## src/rtl/cpu_types_pkg.sv

```systemverilog
// Shared types for the cache-to-memory path: bus word, RAM handshake
// state and memory controller FSM encoding.
package cpu_types_pkg;

  typedef logic [31:0] word_t;

  typedef enum logic [1:0] {
    FREE   = 2'd0,
    BUSY   = 2'd1,
    ACCESS = 2'd2,
    ERROR  = 2'd3
  } ramstate_t;

  typedef enum logic [1:0] {
    IDLE   = 2'd0,
    IREAD  = 2'd1,
    DREAD  = 2'd2,
    DWRITE = 2'd3
  } memctrl_state_t;

endpackage

```

## src/rtl/mem_arbiter.sv

```systemverilog
// Grant selection between icache and dcache requests. With MEMCTRL_FAIRNESS_EN
// defined, a starvation counter forces an instruction grant after STARVE_LIMIT data grants.
module mem_arbiter
  import cpu_types_pkg::*;
#(
  parameter int STARVE_LIMIT = 4
) (
  input  logic           i_clk,
  input  logic           i_rst_n,
  input  logic           i_iren,
  input  logic           i_dren,
  input  logic           i_dwen,
  input  logic           i_take,
  output memctrl_state_t o_grant
);

`ifdef MEMCTRL_FAIRNESS_EN
  localparam logic [3:0] LIMIT = 4'(STARVE_LIMIT);

  logic [3:0] r_starve;
  logic       w_force_i;

  assign w_force_i = i_iren && (r_starve == LIMIT);

  always_comb begin
    o_grant = IDLE;
    if (w_force_i)   o_grant = IREAD;
    else if (i_dwen) o_grant = DWRITE;
    else if (i_dren) o_grant = DREAD;
    else if (i_iren) o_grant = IREAD;
  end

  // Counts only data grants that left an instruction request waiting.
  always_ff @(posedge i_clk) begin
    if (!i_rst_n) begin
      r_starve <= 4'd0;
    end else if (i_take && (o_grant != IDLE)) begin
      if (o_grant == IREAD) r_starve <= 4'd0;
      else if (i_iren)      r_starve <= r_starve + 4'd1;
      else                  r_starve <= 4'd0;
    end
  end
`else
  localparam logic [3:0] unused_limit = 4'(STARVE_LIMIT);
  logic w_unused_ok;

  assign w_unused_ok = &{1'b0, i_clk, i_rst_n, i_take};

  always_comb begin
    o_grant = IDLE;
    if (i_dwen)      o_grant = DWRITE;
    else if (i_dren) o_grant = DREAD;
    else if (i_iren) o_grant = IREAD;
  end
`endif

endmodule

```

## src/rtl/memory_control.sv

```systemverilog
// Memory controller: arbitrates icache/dcache requests onto a single-ported RAM,
// one transaction in flight. Optional MEMCTRL_FAIRNESS_EN enables the starvation guard.
module memory_control
  import cpu_types_pkg::*;
#(
  parameter int STARVE_LIMIT = 4
) (
  input  logic        CLK,
  input  logic        nRST,
  input  logic        iREN,
  input  logic [31:0] iaddr,
  output logic        iwait,
  output logic [31:0] iload,
  input  logic        dREN,
  input  logic        dWEN,
  input  logic [31:0] daddr,
  input  logic [31:0] dstore,
  output logic        dwait,
  output logic [31:0] dload,
  output logic        ramREN,
  output logic        ramWEN,
  output logic [31:0] ramaddr,
  output logic [31:0] ramstore,
  input  logic [31:0] ramload,
  input  logic [1:0]  ramstate,
  output logic        mem_err
);

  memctrl_state_t r_state;
  memctrl_state_t w_next;
  memctrl_state_t w_grant;
  ramstate_t      w_ram;
  logic           r_mem_err;
  logic           w_err;

  assign w_ram   = ramstate_t'(ramstate);
  assign mem_err = r_mem_err;

  mem_arbiter #(
    .STARVE_LIMIT(STARVE_LIMIT)
  ) u_arbiter (
    .i_clk  (CLK),
    .i_rst_n(nRST),
    .i_iren (iREN),
    .i_dren (dREN),
    .i_dwen (dWEN),
    .i_take (r_state == IDLE),
    .o_grant(w_grant)
  );

  always_ff @(posedge CLK) begin
    if (!nRST) begin
      r_state   <= IDLE;
      r_mem_err <= 1'b0;
    end else begin
      r_state   <= w_next;
      r_mem_err <= r_mem_err | w_err;
    end
  end

  // A dropped request abandons the transaction silently; ERROR completes it with zero data.
  always_comb begin
    w_next   = r_state;
    w_err    = 1'b0;
    iwait    = 1'b1;
    dwait    = 1'b1;
    iload    = '0;
    dload    = '0;
    ramREN   = 1'b0;
    ramWEN   = 1'b0;
    ramaddr  = '0;
    ramstore = '0;
    case (r_state)
      IDLE: begin
        w_next = w_grant;
      end
      IREAD: begin
        if (!iREN) begin
          w_next = IDLE;
        end else begin
          ramREN  = 1'b1;
          ramaddr = iaddr;
          if (w_ram == ACCESS) begin
            iwait  = 1'b0;
            iload  = ramload;
            w_next = IDLE;
          end else if (w_ram == ERROR) begin
            iwait  = 1'b0;
            w_err  = 1'b1;
            w_next = IDLE;
          end
        end
      end
      DREAD: begin
        if (!dREN) begin
          w_next = IDLE;
        end else begin
          ramREN  = 1'b1;
          ramaddr = daddr;
          if (w_ram == ACCESS) begin
            dwait  = 1'b0;
            dload  = ramload;
            w_next = IDLE;
          end else if (w_ram == ERROR) begin
            dwait  = 1'b0;
            w_err  = 1'b1;
            w_next = IDLE;
          end
        end
      end
      DWRITE: begin
        if (!dWEN) begin
          w_next = IDLE;
        end else begin
          ramWEN   = 1'b1;
          ramaddr  = daddr;
          ramstore = dstore;
          if (w_ram == ACCESS) begin
            dwait  = 1'b0;
            w_next = IDLE;
          end else if (w_ram == ERROR) begin
            dwait  = 1'b0;
            w_err  = 1'b1;
            w_next = IDLE;
          end
        end
      end
      default: begin
        w_next = IDLE;
      end
    endcase
  end

endmodule

```

## config.mk

```make
export PLATFORM = sky130hd
export DESIGN_NAME = memory_control
export DESIGN_NICKNAME = d
export VERILOG_FILES = /design/src/rtl/cpu_types_pkg.sv /design/src/rtl/mem_arbiter.sv /design/src/rtl/memory_control.sv
export SDC_FILE = /design/constraint.sdc
export NUM_CORES = 1
export LEC_CHECK = 0
export ABC_CLOCK_PERIOD_IN_PS = 1900
export CORE_AREA = 2 2 103 105
export CTS_BUF_LIST = sky130_fd_sc_hd__clkbuf_4 sky130_fd_sc_hd__clkbuf_8
export DETAILED_ROUTE_END_ITERATION = 12
export DIE_AREA = 0 0 105 107
export GPL_TIMING_DRIVEN = 0
export REMOVE_ABC_BUFFERS = 1
export SLEW_MARGIN = 20
export SYNTH_ARGS = -nofsm -noshare
export SYNTH_HDL_FRONTEND = slang
export SYNTH_SLANG_ARGS = --single-unit
export TNS_END_PERCENT = 20
```

## constraint.sdc

```tcl
create_clock -name CLK -period 1.9 [get_ports CLK]
set_input_delay 0.475 -clock CLK [delete_from_list [all_inputs] [get_ports CLK]]
set_output_delay 0.475 -clock CLK [all_outputs]
set_load 0.03 [all_outputs]
```

; Yosys cells after proc, flatten, opt, wreduce, memory -nomap -nowiden
; Cells that the tools add are included.
[word_totals]
mem_bits_ro = 0
mem_bits_rw = 0
n_memories = 0
latch_bits = 0
in_bits = 135
register_bits = 3
[op_classes]
n_eq_ne = 5
n_addsub = 0
multipliers = 0
div_mod_pow = 0
bitwise = 1
magnitude_cmp = 0
n_shift = 0
mux = 38
n_reduce_logical = 1
[ops]
columns = op, n
row1 = 2-to-1 mux 32 bit, 10
row2 = one-hot mux 32 bit (3 select lines), 1
row3 = 2-to-1 mux 1 bit, 16
row4 = 2-to-1 mux 2 bit, 7
row5 = "equality test 2 bit, second input constant", 4
row6 = one-hot mux 2 bit (4 select lines), 1
row7 = one-hot mux 1 bit (2 select lines), 2
row8 = one-hot mux 1 bit (3 select lines), 1
row9 = "equality test 2 x 1 -> 1 bit, second input constant", 1
row10 = logical NOT 2 bit, 1
row11 = bitwise OR 1 bit, 1

; Longest topological paths before layout
[depth]
depth_word = 6
ltp_mapped = 7

; Hierarchy
; Synthesis repeated with hierarchy kept, for this count alone.
[hier_totals]
cells_unflattened = 221
hier_area_um2 = 1385.1
[modules_own_cells]
columns = module, n_inst, cells_per_inst, seq_area_each_um2, area_each_um2
row1 = memory_control, 1, 218, 60.1, 1367.6
row2 = mem_arbiter, 1, 3, 0.0, 17.5

; Least setup slack after synthesis
; OpenSTA, ideal clock, no wires.
[synth_timing]
kind = input to output
from = in dWEN
to = out ramaddr[0]
path_slack_ns = -0.064
cell_stages = 6
t_arrival_ns = 1.489
path_cell_list = buf_2 a22o_1 buf_6 buf_6 a22oi_1 nor2_1
[synth_via]
elab_chain_len = 2
[synth_rtl]
columns = item, line_no
row1 = start: declaration, memory_control.sv:15  ; input logic dWEN,
row2 = 2-to-1 mux 32 bit, memory_control.sv:112  ; if (!dWEN) begin
row3 = one-hot mux 32 bit (3 select lines), memory_control.sv:73  ; case (r_state)
row4 = end: declaration, memory_control.sv:22  ; output logic [31:0] ramaddr,
; Every way passes these cells.

; Final worst setup path
[layout_timing]
from = in dREN
to = out dload[16]
[layout_via]
elab_chain_len = 2
[layout_rtl]
columns = item, line_no
row1 = start: declaration, memory_control.sv:14  ; input logic dREN,
row2 = 2-to-1 mux 32 bit, memory_control.sv:95  ; if (!dREN) begin
row3 = 2-to-1 mux 32 bit, memory_control.sv:73
row4 = end: declaration, memory_control.sv:19  ; output logic [31:0] dload,
; Every way passes these cells.

==> metrics.log <==
INFO  metric status = complete, but fails checks
INFO  metric failing_checks = negative setup slack
INFO  metric overall_routed_net_length = 10,880 µm
INFO  metric final_layout_size_suffix_gt1_share = 50.60%
INFO  metric grt_first_pass_wirelength = 15,890 µm
INFO  metric final.setup.worst_slack = -219.5 ps
INFO  metric dieArea = 11,240 µm²
INFO  metric clk_path_buf_depth = 2
INFO  metric tritoncts = built
INFO  metric power_density = 237.5 nW/µm²
INFO  metric period_needed = 2120 ps
INFO  metric worst_slew_pin_slew = 381.4 ps
INFO  metric portBuffers = 267
INFO  metric setup_viol_count_final = between 100 and 150
INFO  metric num_io_pins = 268
INFO  metric timing.final.crit_share = 111.6%
INFO  metric synth_cell_area = 1384 µm²
INFO  metric whs_path_depth = 2
INFO  metric mostFrequentLayoutCell = clkdlybuf4s50_1
INFO  metric synth_sequential_area_ratio = 4.340%
INFO  metric placement_rows = 37
INFO  metric rrSetupSlack = 320 ps
INFO  metric post-dp-hpwl = around 7000 µm
INFO  metric r2r.worst_path.cells = 6
INFO  metric dp_cells = 602
INFO  metric vdd.ir_drop.worst = slightly above 0.2 mV
INFO  metric synthesis.instances = roughly 220
INFO  metric worstSkewPairLatency = 220 ps
INFO  metric clk_skew = 2.791 ps
INFO  metric fmax = 0.4718 GHz
INFO  metric gpl.final_weighted_congestion = 0.7450
INFO  metric grt_start_max_net_pins = 42
INFO  metric timing.hold.worst.start = mem_err$_SDFF_PN0_
INFO  metric globalRoute.totalOverflow = 0
INFO  metric power_leakage = 0.002217 µW
INFO  metric timing.critical_path.from_type = primary input
INFO  metric share_of_yosys_cell_area_claimed_by_the_top_area_cell_type = approximately 30%
INFO  metric dieWidth = 105 µm
INFO  metric timing.critical_path.fanout_max = 10
INFO  metric design_area = just under 5000 µm²
INFO  metric numClockSinks = 3
INFO  metric htree_levels = 1
INFO  metric postPlaceCellArea = 4129 µm²
INFO  metric cts-buffers-inserted = 3
INFO  metric area_delta_synth_final = 253.3%
INFO  metric post_synth.cell_area_avg = slightly above 6 µm²
INFO  metric root_buffer = clkbuf_8
INFO  metric preCtsSetupSlack = -1964 ps
INFO  metric worstSetupPathType = primary input to primary output
INFO  metric timing.rr.end = r_state[1]$_SDFF_PN0_
INFO  metric pre_antenna_drt_iters = 4
INFO  metric detail_route.iter0.violations = 91
INFO  metric routed_wire_length_per_instance = 17.17 µm
INFO  metric unrepaired_setup_endpoints_after_global_routing = true
INFO  metric core = 10,090 µm²
INFO  metric yosysUniqueCellTypes = 25
INFO  metric via_count = 2,733
INFO  metric grt_antenna_before_repair = 0
INFO  metric ys_warnings = 0
INFO  metric maxSlewViolCount = 0
INFO  metric utilization = between 40% and 50%
INFO  metric drtAntennaViolNets = 0
INFO  metric synth_area_leaders = and2_1 (30%), a22oi_1 (17%), and3_1 (14%)
INFO  metric starting_utilization_of_the_core_area = 13.71%
INFO  metric drc_errors = 0
INFO  metric floorplan.die.height = 107 µm
INFO  metric critical_path_required = 1420 ps
INFO  metric yosysTopAreaCell = and2_1
INFO  metric power.total = 1161 µW
INFO  metric post_drt_via_cell_ratio = 4.311
INFO  metric synth_seq_cells = 3
INFO  metric crit_arrival = roughly 1600 ps
INFO  metric fin_cells = around 630
INFO  metric fillers = 1,017
INFO  metric hold-path-endpoint = mem_err$_SDFF_PN0_
INFO  metric endpoint_kind = primary output
INFO  metric slew_headroom = 74.57%
INFO  metric layout.cells.most_common_list = clkdlybuf4s50_1 (130), buf_6 (81), buf_4 (41)
INFO  metric track_usage = around 18%
INFO  metric timing.hold.worst.class = flip-flop to flip-flop
INFO  metric diodes = 0
INFO  metric timing.max_cap.violations = 0
INFO  metric hold_viol = 0
INFO  metric reg_to_reg_critical_path_startpoint = r_state[0]$_SDFF_PN0_
INFO  metric layout.nets = approximately 640
INFO  metric clk_pin_slew = 30 ps
INFO  metric via_count_of_the_first_global_routing_pass = 2,785
## where the power goes
group	total (µW)	internal, µW	switching, µW	leakage, µW
logic	883	482	401	0.00217
clock network	198	157	40.4	0.0000262
registers	81.1	69.2	11.8	0.0000259
total	1160	708	453	0.00222
## critical path: stages
cell,delay (ps)
clkdlybuf4s15_2,370
nand2_2,130
nor2_4,120
buf_12,140
clkbuf_16,140
and2_1,140
buf_6,130
## routing by layer
layer | global-route usage [%] | share of wire, % | vias to the layer above
li1 | - | - | 1323
met1 | 20.15 | 39 | 1270
met2 | 33.35 | 52 | 130
met3 | 5.046 | 7.6 | 10
met4 | 3.810 | 1.0 | 0
met5 | 0 | 0 | -
## cells by family after synthesis
logic type               synth area share (%)
flip-flops                              4.340
adder cells (fa/ha/maj)                 4.521
buffers and inverters                   11.30
multiplexers                           0.7234
AO/OA/AOI/OAI                           22.06
AND/OR/NAND/NOR                         57.05
## repair_timing
item / CTS / global route
pin swaps: 58 / 15
endpoints found under the setup margin: 135 / 124
setup buffers: 12 / 6
hold buffers: 0 / 0
gates cloned: 8 / 2
resized for setup: 931 / 49
## synth_stat cells, drive strengths merged
| cell | number |
|---|---|
| a211o | 1 |
| a21boi | 1 |
| a21oi | 1 |
| a22o | 1 |
| a22oi | 32 |
| and2 | 66 |
| and3 | 32 |
| buf | 11 |
| clkbuf | 15 |
| dfxtp | 3 |
| ha | 5 |
| inv | 5 |
| mux2i | 1 |
| nand2 | 5 |
| nand2b | 1 |
| nand4b | 1 |
| nor2 | 36 |
| nor3b | 1 |
| o21a | 1 |
| o21ai | 2 |
| o2bb2ai | 2 |
## how the worst max path moves through the flow
stage | start | end | cells after the start
global route | r_state[0]$_SDFF_PN0_ | ramaddr[18] | 6
detailed placement | dWEN | ramaddr[4] | 5
global placement | dWEN | ramaddr[4] | 5
CTS | r_state[1]$_SDFF_PN0_ | ramaddr[4] | 6
finish | dREN | dload[16] | 7
floorplan | r_state[0]$_SDFF_PN0_ | ramaddr[0] | 4
## metrics by stage
| stage | hold slack [ps] | setup TNS, ps |
|---|---|---|
| 6_report | 447.2 | -16310 |
| 5_1_grt | 483.9 | -23050 |
| 4_1_cts | 446.0 | -15560 |
| 3_5_place_dp | 441.4 | -172040 |
| 3_3_place_gp | 440.3 | -233550 |
| 2_1_floorplan | 478.6 | -46170 |
## final cells by class
cell class                      instances  area (µm²)  share of cell area [%]
Clock buffer                            4       48.80                  0.9982
Inverter                                5       26.28                  0.5375
Multi-Input combinational cell        194        1587                   32.45
Sequential cell                         3       67.56                   1.382
Tap cell                              136       170.2                   3.481
Timing Repair Buffer                  292        2989                   61.15
## sequential cells by signal, summed over array words and instances (netlist names)
name	count
r_state	2
mem_err	1
(Power assumes the default switching activity.)
==> edit 1 (same settings) <==
Add a define of `MEMCTRL_FAIRNESS_EN`.
--- a/src/rtl/mem_arbiter.sv
+++ b/src/rtl/mem_arbiter.sv
@@ -1,5 +1,7 @@
 // Grant selection between icache and dcache requests. With MEMCTRL_FAIRNESS_EN
 // defined, a starvation counter forces an instruction grant after STARVE_LIMIT data grants.
+`define MEMCTRL_FAIRNESS_EN
+
 module mem_arbiter
   import cpu_types_pkg::*;
 #(
Check against the original RTL: not equivalent (a bounded check fails within 10 cycles, from zero or initial values and one cycle with nRST low).
==> edit 1 against the original RTL <==
  * The run still ends with setup timing left
  * Highest routed layer unchanged
  * Worst setup slack worse by 0.13 ns
  * Wire length fell by 2.3%
  * Non-clock buffer count decreased by 5
  * Clock skew shrank 0.00058 ns
  * Power up 10%
  * Sequential cell count increased by 4
  * Synthesized area up 26%
  * Cell area about the same
  * Register-to-register slack got worse by 0.06 ns
  * Critical endpoint is now ramaddr[26]
  * Combinational power rose by 0.9%
  * Die area did not move
==> edit 1: results (changes against the original RTL) <==
timing:
  setup_viol: 125  # +13%
  skew_ns: 0.00221  # -0.000583 ns
  tightest_slew_ns: 0.498  # +0.116 ns
  setup-tns-final_ns: -19.68  # -3.38 ns
  layout_setup_ws_ns: -0.345  # -0.126 ns
finish:
  largest_register: "u_arbiter.r_starve"
  area_growth_pct: 180
  fin_cells: 655  # +3.3%
  largest_register_ffs: 4  # +2
  drive_above_1_share: 0.422  # -0.0841
  fillers: 1060  # +4.2%
  n_antenna_cell: 0  # unchanged
outcome:
  violations: "setup timing"
  status: "finished, violations left"
setup_path:
  slowest_stage: "dfxtp_4"
  worst-path-max-fanout: 6  # -4
  worst_r2r_path_depth: 6  # unchanged
  worstPathArrival_ns: 1.77  # +0.13 ns
place:
  dpl_cell_area_um2: 4500  # +9.1%
  preCtsSetupSlack_ns: -1.85  # +0.109 ns
  gp_congestion: 0.784  # +5.3%
  dp_hpwl_um: 7970  # +11%
  post-place-cells: 633  # +5.1%
grt:
  grt_pass1_wl_um: 15800  # -0.74%
  grtUsageTotal: 0.173  # -0.00555
  grt_max_degree: 40  # -4.8%
pwr:
  leakagePower_uw: 0.00215  # -3.0%
  seqPwrFrac: 0.131  # +0.061
  switching_share: 0.367  # -0.0231
  ir_worst_vdd_mv: 0.198  # -2.7%
  combPwrFrac: 0.697  # -0.063
  p_int_uw: 810  # +14%
synthesis:
  synth_fa_ha_area_frac: 0.0501  # +0.00486
  synthTopCellsByArea: "and2_1, and3_1, a22oi_2"
  synth_common_cells: "and2_1, nor2_1, and3_1"
  synth-seq-area-share: 0.0801  # +0.0367
  synth_cell_types: 35  # +40%
  synth.area.mux_share: 0  # -0.00723
  synth-compound-area-share: 0.255  # +0.0347
  avgSynthCellArea_um2: 6.89  # +11%
clocking:
  clkTransAtPathRegs_ns: 0.04
  ctsHtreeMaxLevel: 1  # unchanged
worst_hold_path:
  holdCritPathClass: "flip-flop to flip-flop"
detailed_routing:
  routedWlPerCell_um: 16.2  # -5.4%
  drt_iter0_drc: 85  # -6.6%
  vias: 2879  # +5.3%
-- edit 1: cell types whose count changed after synthesis, moves of 3 or more --
cell      delta
nand3b_1     +6
clkbuf_1     -5
a22oi_2     +13
nand2_1      +3
inv_1        +3
a22oi_1     -13
clkbuf_2     +6
o211ai_1     +3
dfxtp_1      +4
-- edit 1: worst max-delay path, delay by kind of cell (launching register included) --
family,cells,cell delay (ns)
AOI/OAI and AO/OA,2,0.47
adders and majority gates,1,0.17
buffers and inverters,3,0.49
DFF,1,0.36
and+or+nand+nor,1,0.06
-- edit 1: cell type report --
cell class,instances,share of cell area
flip-flops and latches,7,0.0302
inverters,8,0.00665
multi-input cells,213,0.333
clock buffers,4,0.00997
repair buffers,287,0.585
well taps,136,0.0348
-- edit 1: cells by family (layout without fill, tap and decap cells) --
logic type / Yosys count / after routing
adder cells (fa/ha/maj): 7 / 7
flip-flops: 7 / 7
buffers and inverters: 35 / 299
AO/OA/AOI/OAI: 51 / 51
AND/OR/NAND/NOR: 154 / 155
-- edit 1: worst paths after layout --
kind | slack [ns] | from | endpoint
worst min register to register | 0.46 | mem_err | mem_err
worst max register to register | 0.26 | r_state[1] | mem_err
worst min-delay path | 0.46 | mem_err | mem_err
worst max-delay path | -0.35 | r_state[1] | ramaddr[26]
-- edit 1: per-layer routing --
metal  routed length, µm  global-route usage  share of wire  vias up
li1                    -                   -              -     1408
met1                4040               0.194           0.38     1308
met2                5720               0.341           0.54      153
met3                 728              0.0261          0.068       10
met4                 151              0.0400          0.014        0
met5                   0                   0              0        -
-- edit 1: what timing repair did --
item	in CTS	in global routing
hold endpoints to repair	0	0
endpoints found under the setup margin	139	124
resized for setup	764	40
pin swaps	17	10
buffers inserted	12	2
cloned	3	1
==> edit 2 (same flow settings) <==
Without the edit above. Re-encode `memctrl_state_t` (4 states) as Gray code, 2 bits wide.
--- a/src/rtl/cpu_types_pkg.sv
+++ b/src/rtl/cpu_types_pkg.sv
@@ -12,10 +12,10 @@
   } ramstate_t;
 
   typedef enum logic [1:0] {
-    IDLE   = 2'd0,
-    IREAD  = 2'd1,
-    DREAD  = 2'd2,
-    DWRITE = 2'd3
+    IDLE   = 2'b00,
+    IREAD  = 2'b01,
+    DREAD  = 2'b11,
+    DWRITE = 2'b10
   } memctrl_state_t;
 
 endpackage
Function: same outputs for any inputs over 10 cycles, from zero or initial values and one cycle with nRST low; not proved beyond that.
==> edit 2 against the original RTL <==
  * The run still ends with setup timing left
  * Non-clock buffer count up 5
  * Sequential share of layout area up 0.11 points
  * Die area unchanged
  * Combinational power up 4.6%
  * Clock power up 3%
  * Worst hold slack better by 0.0095 ns
  * Power up 4.1%
  * Sequential cell count unchanged
  * Synthesized area down 7.4%
  * Worst setup slack about the same
  * Wire length up 2.0%
  * Cell area down 7.3%
  * Clock skew up 0.0022 ns
==> edit 2: results (changes against the original RTL) <==
clocking:
  clkTransAtPathRegs_ns: 0.03  # about the same
  ctsHtreeMaxLevel: 1  # unchanged
finish:
  drive_above_1_share: 0.448  # -0.0583
  layout.nets: 605  # -5.3%
pwr:
  ir_worst_vdd_mv: 0.158  # -22%
  leakagePower_uw: 0.00227  # +2.2%
place:
  dpl_cell_area_um2: 3990  # -3.4%
  preCtsSetupSlack_ns: -1.38  # +0.579 ns
  portBuffers: 267  # unchanged
  gp_congestion: 0.710  # -4.7%
  dp_hpwl_um: 6610  # -8.3%
synthesis:
  synth-compound-area-share: 0.248  # +0.0274
  synth_cell_types: 26  # +4.0%
  synthTopCellsByArea: "and3_1, a22o_1, and2_1"
  synth_fa_ha_area_frac: 0  # -0.0452
  synth_common_cells: "and3_1, a22o_1, and2_1"
  synth.area.mux_share: 0.0166  # +0.00937
  synth-seq-area-share: 0.0469  # +0.00348
timing:
  slew_headroom: 0.766  # +0.0201
  skew_ns: 0.00500  # +0.00220 ns
  setup_viol: 129  # +16%
  setup-tns-final_ns: -10.29  # +6.02 ns
  layout_setup_ws_ns: -0.220  # -0.0000700 ns
setup_path:
  r2r-start: "r_state[1]"
  slowest_stage: "dfxtp_4"
  worst_r2r_path_depth: 3  # -3
  worst-path-max-fanout: 6  # -4
  r2r_slack_ns: 0.55  # +0.23 ns
  r2r-end: "r_state[0]"
grt:
  gr-usage-met3: 0.0419  # -0.00851
  gr-usage-met2: 0.337  # +0.00325
  grt_max_degree: 26  # -38%
  met1_usage: 0.222  # +0.0207
  grtUsageTotal: 0.183  # +0.00408
  grt_pass1_wl_um: 16000  # +0.74%
detailed_routing:
  routedWlPerCell_um: 18.3  # +6.8%
  vias: 2641  # -3.4%
  drt_pass1_iterations: 4  # unchanged
  drt_iter0_drc: 117  # +29%
outcome:
  status: "finished, violations left"
  violations: "setup timing"
worst_hold_path:
  hold_depth: 1  # -1
-- edit 2: worst register-to-register path, stage by stage, from the launching register on --
cell     delay [ns]
dfxtp_4        0.39
buf_4          0.20
or4b_1         0.52
o21ai_0        0.16
-- edit 2: worst max-delay path by stage --
stage,startpoint,end,cells past startpoint
detailed placement,dREN,dload[22],4
floorplan,ramstate[0],dload[0],2
finish,r_state[0],ramaddr[7],6
CTS,dWEN,ramaddr[24],6
global placement,ramstate[1],dload[9],4
global route,r_state[0],ramaddr[25],6
-- edit 2: power breakdown --
part	leakage (µW)	internal [µW]	switching (µW)
Clock	0.0000262	158	46.3
Combinational	0.00221	523	401
Sequential	0.0000260	68.2	12.7
Total	0.00227	749	460
-- edit 2: stage by stage --
| stage | cells | total power [µW] |
|---|---|---|
| 5_1_grt | 605 | 1270 |
| 4_1_cts | 599 | 1170 |
| 6_report | 605 | 1210 |
| 2_1_floorplan | 155 | 358 |
| 3_5_place_dp | 559 | 839 |
| 3_3_place_gp | 558 | 823 |
-- edit 2: cells by family (layout without fill, tap and decap cells) --
logic type             Yosys count  after routing
buffers and inverters           26            301
muxes                            2              2
DFF                              3              3
and+or+nand+nor                112            125
AOI/OAI and AO/OA               38             38
-- edit 2: what timing repair did --
action                     in CTS  in global routing
pin swaps                       9                  7
cloned                         16                  0
setup buffers                  20                  7
resized for setup             689                233
setup endpoints to repair     132                128
-- edit 2: per-layer routing --
layer	part of all wire	vias up
li1	-	1268
met1	0.42	1234
met2	0.51	132
met3	0.068	7
met5	0	-
met4	0.0055	0
-- edit 2: final cells by class --
| class | count | area, µm² |
|---|---|---|
| clock buffers | 4 | 48.8 |
| fillers | 1018 | 5560 |
| multi-input cells | 165 | 1300 |
| flip-flops and latches | 3 | 67.6 |
| well taps | 136 | 170 |
| repair buffers | 297 | 2940 |
